## src/rtl/rx_forward_filter.sv

```systemverilog
// rx_forward_filter: per-port RX filter that makes drop, prune and mirror decisions, emits one metadata word per frame, and passes payload with MTU truncation.
// Define RX_FWD_STORM_CTRL_EN to build the broadcast/multicast token-bucket storm control.
module rx_forward_filter #(
  parameter int PORT_NUM       = 4,
  parameter int DATA_WIDTH     = 32,
  parameter int METADATA_WIDTH = 64,
  parameter int CNT_WIDTH      = 16,
  parameter int TOKEN_WIDTH    = 16,
  parameter int REFILL_SHIFT   = 10
) (
  input  logic                      i_clk,
  input  logic                      i_rst,
  input  logic                      i_port_rxmac_down_regs,
  input  logic                      i_port_broadcast_drop_regs,
  input  logic                      i_port_multicast_drop_regs,
  input  logic                      i_port_loopback_drop_regs,
  input  logic [15:0]               i_port_mtu_regs,
  input  logic [PORT_NUM-1:0]       i_port_mirror_frwd_regs,
  input  logic [TOKEN_WIDTH-1:0]    i_storm_rate,
  input  logic [TOKEN_WIDTH-1:0]    i_storm_burst,
  input  logic                      i_frm_info_vld,
  input  logic [PORT_NUM-1:0]       i_rx_port,
  input  logic [2:0]                i_vlan_pri,
  input  logic                      i_frm_qbu,
  input  logic [1:0]                i_frm_cb_op,
  input  logic                      i_broadcast_frm_en,
  input  logic                      i_multicast_frm_en,
  input  logic                      i_lookback_frm_en,
  input  logic                      i_swlist_vld,
  input  logic [PORT_NUM-1:0]       i_swlist_tx_port,
  input  logic [DATA_WIDTH:0]       i_axi_data,
  input  logic [DATA_WIDTH/8-1:0]   i_axi_keep,
  input  logic                      i_axi_valid,
  output logic                      o_axi_ready,
  input  logic                      i_axi_last,
  output logic [DATA_WIDTH:0]       o_axi_data,
  output logic [DATA_WIDTH/8-1:0]   o_axi_keep,
  output logic                      o_axi_valid,
  input  logic                      i_axi_ready,
  output logic                      o_axi_last,
  output logic [METADATA_WIDTH-1:0] o_metadata,
  output logic                      o_metadata_valid,
  output logic                      o_metadata_last,
  input  logic                      i_metadata_ready,
  output logic                      o_ultrashort_pulse,
  output logic                      o_overlength_pulse,
  output logic                      o_crcerr_pulse,
  output logic [CNT_WIDTH-1:0]      o_loopback_cnt,
  output logic [CNT_WIDTH-1:0]      o_bcast_drop_cnt,
  output logic [CNT_WIDTH-1:0]      o_mcast_drop_cnt,
  output logic [CNT_WIDTH-1:0]      o_overlength_cnt
);

  localparam int KEEP_W = DATA_WIDTH / 8;
  localparam int KCNT_W = $clog2(KEEP_W + 1);
  localparam int BCNT_W = 17;

  typedef enum logic [2:0] {S_IDLE, S_DECIDE, S_META, S_FWD, S_DISC} state_t;

  state_t              state;
  logic                info_got, sw_got;
  logic [PORT_NUM-1:0] lat_rx_port, lat_swlist;
  logic [2:0]          lat_vlan_pri;
  logic                lat_qbu;
  logic [1:0]          lat_cb_op;
  logic                lat_bcast, lat_mcast, lat_loop;
  logic [15:0]         mtu_q;
  logic [BCNT_W-1:0]   byte_cnt, cnt_next;
  logic [KCNT_W-1:0]   keep_bytes;
  logic                fwd, hs, over;

  logic [PORT_NUM-1:0] tx_dec;
  logic                is_bc, is_mc, bc_drop, mc_drop, drop;
  logic                bc_empty, mc_empty;

  function automatic logic [CNT_WIDTH-1:0] sat_inc(input logic [CNT_WIDTH-1:0] v);
    return (&v) ? v : v + CNT_WIDTH'(1);
  endfunction

  // NOTE: every variable written in always_comb gets a value first, so no latch is inferred.
  always_comb begin
    keep_bytes = '0;
    for (int i = 0; i < KEEP_W; i++) keep_bytes = keep_bytes + KCNT_W'(i_axi_keep[i]);
  end

  assign fwd      = (state == S_FWD);
  assign hs       = fwd & i_axi_valid & i_axi_ready;
  assign cnt_next = byte_cnt + BCNT_W'(keep_bytes);
  assign over     = fwd & (cnt_next > {1'b0, mtu_q});

  // Pass-through while forwarding; the truncating beat is forced to last with crcerr set.
  assign o_axi_valid = fwd & i_axi_valid;
  assign o_axi_ready = fwd ? i_axi_ready : (state == S_DISC);
  assign o_axi_keep  = fwd ? i_axi_keep : '0;
  assign o_axi_last  = fwd & (i_axi_last | over);
  assign o_axi_data  = fwd ? {i_axi_data[DATA_WIDTH] | over, i_axi_data[DATA_WIDTH-1:0]} : '0;

  // Broadcast wins over multicast: a frame flagged as both is treated purely as broadcast.
  always_comb begin
    tx_dec = lat_swlist | i_port_mirror_frwd_regs;
    if (lat_loop && i_port_loopback_drop_regs) tx_dec = tx_dec & ~lat_rx_port;
    is_bc   = lat_bcast;
    is_mc   = lat_mcast & ~lat_bcast;
    bc_drop = is_bc & (i_port_broadcast_drop_regs | bc_empty);
    mc_drop = is_mc & (i_port_multicast_drop_regs | mc_empty);
    drop    = i_port_rxmac_down_regs | bc_drop | mc_drop | (tx_dec == '0);
  end

`ifdef RX_FWD_STORM_CTRL_EN
  logic [REFILL_SHIFT-1:0] refill_timer;
  logic [TOKEN_WIDTH-1:0]  bc_tok, mc_tok;
  logic                    refill_tick, bc_consume, mc_consume;

  function automatic logic [TOKEN_WIDTH-1:0] tok_next(
    input logic [TOKEN_WIDTH-1:0] tok,
    input logic                   consume,
    input logic                   tick,
    input logic [TOKEN_WIDTH-1:0] rate,
    input logic [TOKEN_WIDTH-1:0] burst
  );
    logic [TOKEN_WIDTH:0] sum;
    sum = {1'b0, tok} - {{TOKEN_WIDTH{1'b0}}, consume} + (tick ? {1'b0, rate} : '0);
    return (sum > {1'b0, burst}) ? burst : sum[TOKEN_WIDTH-1:0];
  endfunction

  assign refill_tick = &refill_timer;
  assign bc_empty    = (bc_tok == '0);
  assign mc_empty    = (mc_tok == '0);
  assign bc_consume  = (state == S_DECIDE) & is_bc & ~drop;
  assign mc_consume  = (state == S_DECIDE) & is_mc & ~drop;

  always_ff @(posedge i_clk) begin
    if (i_rst) begin
      refill_timer <= '0;
      bc_tok       <= '0;
      mc_tok       <= '0;
    end else begin
      refill_timer <= refill_timer + REFILL_SHIFT'(1);
      bc_tok       <= tok_next(bc_tok, bc_consume, refill_tick, i_storm_rate, i_storm_burst);
      mc_tok       <= tok_next(mc_tok, mc_consume, refill_tick, i_storm_rate, i_storm_burst);
    end
  end
`else
  logic unused_storm;
  assign bc_empty     = 1'b0;
  assign mc_empty     = 1'b0;
  assign unused_storm = &{1'b0, i_storm_rate, i_storm_burst, 1'(REFILL_SHIFT)};
`endif

  // NOTE: sequential state is updated with non-blocking assignments only.
  always_ff @(posedge i_clk) begin
    if (i_rst) begin
      state              <= S_IDLE;
      info_got           <= 1'b0;
      sw_got             <= 1'b0;
      lat_rx_port        <= '0;
      lat_swlist         <= '0;
      lat_vlan_pri       <= '0;
      lat_qbu            <= 1'b0;
      lat_cb_op          <= '0;
      lat_bcast          <= 1'b0;
      lat_mcast          <= 1'b0;
      lat_loop           <= 1'b0;
      mtu_q              <= '0;
      byte_cnt           <= '0;
      o_metadata         <= '0;
      o_metadata_valid   <= 1'b0;
      o_metadata_last    <= 1'b0;
      o_ultrashort_pulse <= 1'b0;
      o_overlength_pulse <= 1'b0;
      o_crcerr_pulse     <= 1'b0;
      o_loopback_cnt     <= '0;
      o_bcast_drop_cnt   <= '0;
      o_mcast_drop_cnt   <= '0;
      o_overlength_cnt   <= '0;
    end else begin
      o_ultrashort_pulse <= 1'b0;
      o_overlength_pulse <= 1'b0;
      o_crcerr_pulse     <= 1'b0;
      unique case (state)
        S_IDLE: begin
          if (i_frm_info_vld) begin
            info_got     <= 1'b1;
            lat_rx_port  <= i_rx_port;
            lat_vlan_pri <= i_vlan_pri;
            lat_qbu      <= i_frm_qbu;
            lat_cb_op    <= i_frm_cb_op;
            lat_bcast    <= i_broadcast_frm_en;
            lat_mcast    <= i_multicast_frm_en;
            lat_loop     <= i_lookback_frm_en;
          end
          if (i_swlist_vld) begin
            sw_got     <= 1'b1;
            lat_swlist <= i_swlist_tx_port;
          end
          if ((info_got | i_frm_info_vld) && (sw_got | i_swlist_vld)) begin
            info_got <= 1'b0;
            sw_got   <= 1'b0;
            state    <= S_DECIDE;
          end
        end
        S_DECIDE: begin
          mtu_q    <= i_port_mtu_regs;
          byte_cnt <= '0;
          if (lat_loop) o_loopback_cnt <= sat_inc(o_loopback_cnt);
          if (bc_drop)  o_bcast_drop_cnt <= sat_inc(o_bcast_drop_cnt);
          if (mc_drop)  o_mcast_drop_cnt <= sat_inc(o_mcast_drop_cnt);
          if (drop) begin
            state <= S_DISC;
          end else begin
            o_metadata       <= METADATA_WIDTH'({lat_vlan_pri, lat_qbu, lat_cb_op, lat_rx_port, tx_dec});
            o_metadata_valid <= 1'b1;
            o_metadata_last  <= 1'b1;
            state            <= S_META;
          end
        end
        S_META: begin
          if (i_metadata_ready) begin
            o_metadata_valid <= 1'b0;
            o_metadata_last  <= 1'b0;
            state            <= S_FWD;
          end
        end
        S_FWD: begin
          if (hs) begin
            byte_cnt <= cnt_next;
            if (i_axi_last) begin
              o_ultrashort_pulse <= (cnt_next < BCNT_W'(64));
              o_crcerr_pulse     <= i_axi_data[DATA_WIDTH];
            end
            if (over) begin
              o_overlength_pulse <= 1'b1;
              o_overlength_cnt   <= sat_inc(o_overlength_cnt);
              state              <= i_axi_last ? S_IDLE : S_DISC;
            end else if (i_axi_last) begin
              state <= S_IDLE;
            end
          end
        end
        S_DISC: begin
          if (i_axi_valid && i_axi_last) state <= S_IDLE;
        end
        default: state <= S_IDLE;
      endcase
    end
  end

endmodule
```

## config.mk

```make
export PLATFORM = sky130hd
export DESIGN_NAME = rx_forward_filter
export DESIGN_NICKNAME = d
export VERILOG_FILES = /design/src/rtl/rx_forward_filter.sv
export SDC_FILE = /design/constraint.sdc
export NUM_CORES = 1
export LEC_CHECK = 0
export CAP_MARGIN = 0
export CORE_UTILIZATION = 35
export CTS_CLUSTER_SIZE = 40
export DETAILED_ROUTE_END_ITERATION = 16
export PLACE_DENSITY = 0.77
export SETUP_SLACK_MARGIN = 0.3
export SYNTH_ARGS = -nofsm -noshare
export SYNTH_HDL_FRONTEND = slang
export SYNTH_SLANG_ARGS = --single-unit
```

## constraint.sdc

```tcl
create_clock -name i_clk -period 4.25 [get_ports i_clk]
set_clock_uncertainty 0.2 [all_clocks]
set_input_delay 0.425 -clock i_clk [delete_from_list [all_inputs] [get_ports i_clk]]
set_output_delay 0.425 -clock i_clk [all_outputs]
set_load 0.01 [all_outputs]
```

==> flow_summary.toml <==
[status]
status = "complete, but fails checks"
violated_checks = "setup timing"

[synthesis]
post_synth_main_area_contributors = "sky130_fd_sc_hd__dfxtp_1 (38%), sky130_fd_sc_hd__buf_4 (5.8%), sky130_fd_sc_hd__a21oi_1 (5.6%)"
synth_sequential_area_ratio = 0.3776
postSynthCellCount = 897
synth_top_cell_area_share = 0.3776
synthesis.yosys.warnings = 0
ys_types = 56
synth-main-ff-cell = "sky130_fd_sc_hd__dfxtp_1"
dominant_cell_type_by_area_after_synthesis = "sky130_fd_sc_hd__dfxtp_1"
post_synthesis_register_bit_count = 137
post-synth-top-count-cell = "sky130_fd_sc_hd__dfxtp_1"
syn_area_um2 = 7263
synth_area_per_cell_um2 = 8.097
synth_edf_count = 0
synth.top_cells.by_count = "sky130_fd_sc_hd__dfxtp_1 (137), sky130_fd_sc_hd__nor2_1 (98), sky130_fd_sc_hd__nand2_1 (95), sky130_fd_sc_hd__a21oi_1 (81), sky130_fd_sc_hd__buf_4 (56)"
async_reset_ff_frac = 0

[timing]
fmax_mhz = 205.6
total_negative_slack_ps = -8213
worst_slew_pin_slew_ps = 923.5
maxSlewViolCount = 0
final_setup_violation_count = 21
min_period_ps = 4864
final.period_utilization = 1.145
worst_slack_ps = -614.4
timing.slew.headroom = 0.3843
hold_viol = 0
unrepaired_setup_endpoints_after_global_routing = "yes"

[drt]
drcViolationCount = 0
drt-total-wl_um = 20750
drt_iter0_drc = 295
post_drt_wl_per_cell_um = 14.74
vias_per_cell = 4.970
antenna_violating_nets_post_route = 0
drt_first_pass_iters = 6
dr_total_vias = 6998

[grt]
antenna_found_initial = 0
grt_first_pass_wirelength_um = 33260
grt_max_degree = 72
first_global_vias = 6616
globalRouteOverflowTotal = 0
gr-usage-all-layers = 0.1927

[worst_hold_path]
hold_path_end = "mtu_q[12]"
worstHoldPathCells = 2
hold_class = "reg -> reg"
hold_path.startpoint = "mtu_q[12]"

[clocking]
ctsRootBufferMaster = "sky130_fd_sc_hd__clkbuf_16"
cts_tree = "built"
cts_inserted_buffers = 17
clock_insertion_delay_worst_skew_ps = 410
htree_num_levels = 4
holdBufCountCts = 0
cts.reportedPaths.clkPinSlew_ps = 60
cts_sinks = 137
cts_buffer_depth = 2

[final_layout]
drive_above_1_share = 0.1344
instances_no_fill = 1408
diodes = 0
num-nets-final = 1267
flow.area_growth_from_synthesis_pct = 46.41
post-route-util = 0.5239

[floorplan]
initial_core_utilization = 0.3578
die-width_um = 146.1
floorplan.rows = 52
i_o_pin_total = 291
die_height_um = 146.1
design.core.area_um2 = 20300
floorplan.die_area_um2 = 21330

[critical_path]
endpoint_kind = "primary output"
critPathArrivalTime_ps = 4240
rr_endpoint = "o_overlength_cnt[15]"
worst_r2r_startpoint = "byte_cnt[0]"
worst_setup_path_class = "in -> out"
timing.reg2reg.setup_slack_ps = -230
crit_fanout = 4
start_kind = "primary input"
worstRegToRegCells = 21
timing.critical_path.required_ps = 3620

[place]
place.gp.congestion = 0.8133
port_buffers = 208
dp_cells = 1355
dp_hpwl_um = 14350

[power]
peak_vdd_ir_v = 0.0002446
p_leak_nw = 4.031
pwr_density_cell_nw_per_um2 = 319.3

[run]
max_cap_viols = 0
==> registers in the layout (all words and copies together), names as in the netlist, 4 cells and up <==
name,cells
o_mcast_drop_cnt,16
o_overlength_cnt,16
lat_swlist,4
byte_cnt,17
mtu_q,16
o_metadata,14
o_loopback_cnt,16
o_bcast_drop_cnt,16
lat_rx_port,4
==> area by class of cell <==
class,count,area [µm²]
Clock buffer,17,425.4
Clock inverter,15,187.7
Fill cell,1828,9666
Inverter,29,108.9
Multi-Input combinational cell,682,4318
Sequential cell,137,2743
Tap cell,270,337.8
Timing Repair Buffer,258,2514
==> worst max-delay path by stage <==
stage / from / end / slack [ps] / depth (start not counted)
after floorplan: i_axi_keep[0] / o_overlength_cnt[11] / -120 / 19
after global placement: i_axi_keep[0] / o_axi_data[32] / -1340 / 20
after detailed placement: i_axi_keep[0] / o_axi_data[32] / -1390 / 20
after CTS: i_axi_keep[3] / o_axi_last / -630 / 20
after global routing: i_axi_keep[0] / o_axi_last / -810 / 21
final: i_axi_keep[0] / o_axi_data[32] / -610 / 21
==> layer usage <==
layer	up-vias	GRT usage	part of all wire
li1	3431	-	-
met1	3275	0.2220	0.41
met2	254	0.3397	0.49
met3	38	0.05219	0.067
met4	0	0.07240	0.027
met5	-	0	0
==> critical path, cell delays in order <==
cell,delay (ps)
sky130_fd_sc_hd__buf_6,100
sky130_fd_sc_hd__fa_1,550
sky130_fd_sc_hd__inv_2,40
sky130_fd_sc_hd__fa_2,370
sky130_fd_sc_hd__inv_2,80
sky130_fd_sc_hd__fa_2,200
sky130_fd_sc_hd__and4_4,250
sky130_fd_sc_hd__nand3_2,90
sky130_fd_sc_hd__nor2b_2,150
sky130_fd_sc_hd__nand3_1,130
sky130_fd_sc_hd__xnor2_2,190
sky130_fd_sc_hd__ha_4,300
sky130_fd_sc_hd__nand3_4,110
sky130_fd_sc_hd__o211ai_1,290
sky130_fd_sc_hd__buf_4,180
sky130_fd_sc_hd__nor3_4,40
sky130_fd_sc_hd__a211oi_4,280
sky130_fd_sc_hd__or2_4,190
sky130_fd_sc_hd__nor2_2,40
sky130_fd_sc_hd__nor2_2,80
sky130_fd_sc_hd__buf_2,140
==> what timing repair did <==
item                                    in CTS  in global routing
pin swaps                                   22                 36
endpoints found under the setup margin      22                 22
cloned                                       2                  0
gates resized for setup                     45                 43
buffers inserted                            12                  7
==> cells by family (layout without fill, tap and decap cells) <==
group | Yosys count | in the layout | synth area share
and+or+nand+nor | 382 | 382 | 0.2670
adders and majority gates | 24 | 24 | 0.04444
buffers and inverters | 129 | 319 | 0.09871
DFF | 137 | 137 | 0.3776
AOI/OAI and AO/OA | 152 | 154 | 0.1202
xor gates and xnor gates | 51 | 51 | 0.06253
other | 1 | 50 | 0.0005163
muxes | 21 | 21 | 0.02894
==> power breakdown <==
part / internal (W) / switching (W) / total [W]
Combinational: 0.000251 / 0.000250 / 0.000501
Sequential: 0.00132 / 0.0000275 / 0.00134
Clock: 0.000935 / 0.000615 / 0.00155
==> metrics by stage <==
step | total power (W) | instance area (µm²) | setup WS, ps | hold WS, ps
detailed placement | 0.001769 | 9554 | -1386 | 248.2
global route | 0.003536 | 10630 | -812.5 | 272.2
floorplan | 0.001620 | 7516 | -121.5 | 235.7
CTS | 0.003386 | 10390 | -631.7 | 256.9
finish | 0.003396 | 10630 | -614.4 | 254.8
global placement | 0.001764 | 9554 | -1340 | 242.4
==> layout by cell type (no fill, tap or decap), types with 33 or more instances in the layout <==
master                            netlist  final
sky130_fd_sc_hd__a21oi_1               81     74
sky130_fd_sc_hd__and2_1                41     39
sky130_fd_sc_hd__buf_4                 56     37
sky130_fd_sc_hd__clkdlybuf4s50_1        0    202
sky130_fd_sc_hd__conb_1                 1     50
sky130_fd_sc_hd__dfxtp_1              137    137
sky130_fd_sc_hd__nand2_1               95     93
sky130_fd_sc_hd__nand3_1               35     33
sky130_fd_sc_hd__nor2_1                98     95
No activity file was read; power rests on OpenSTA's default activity.
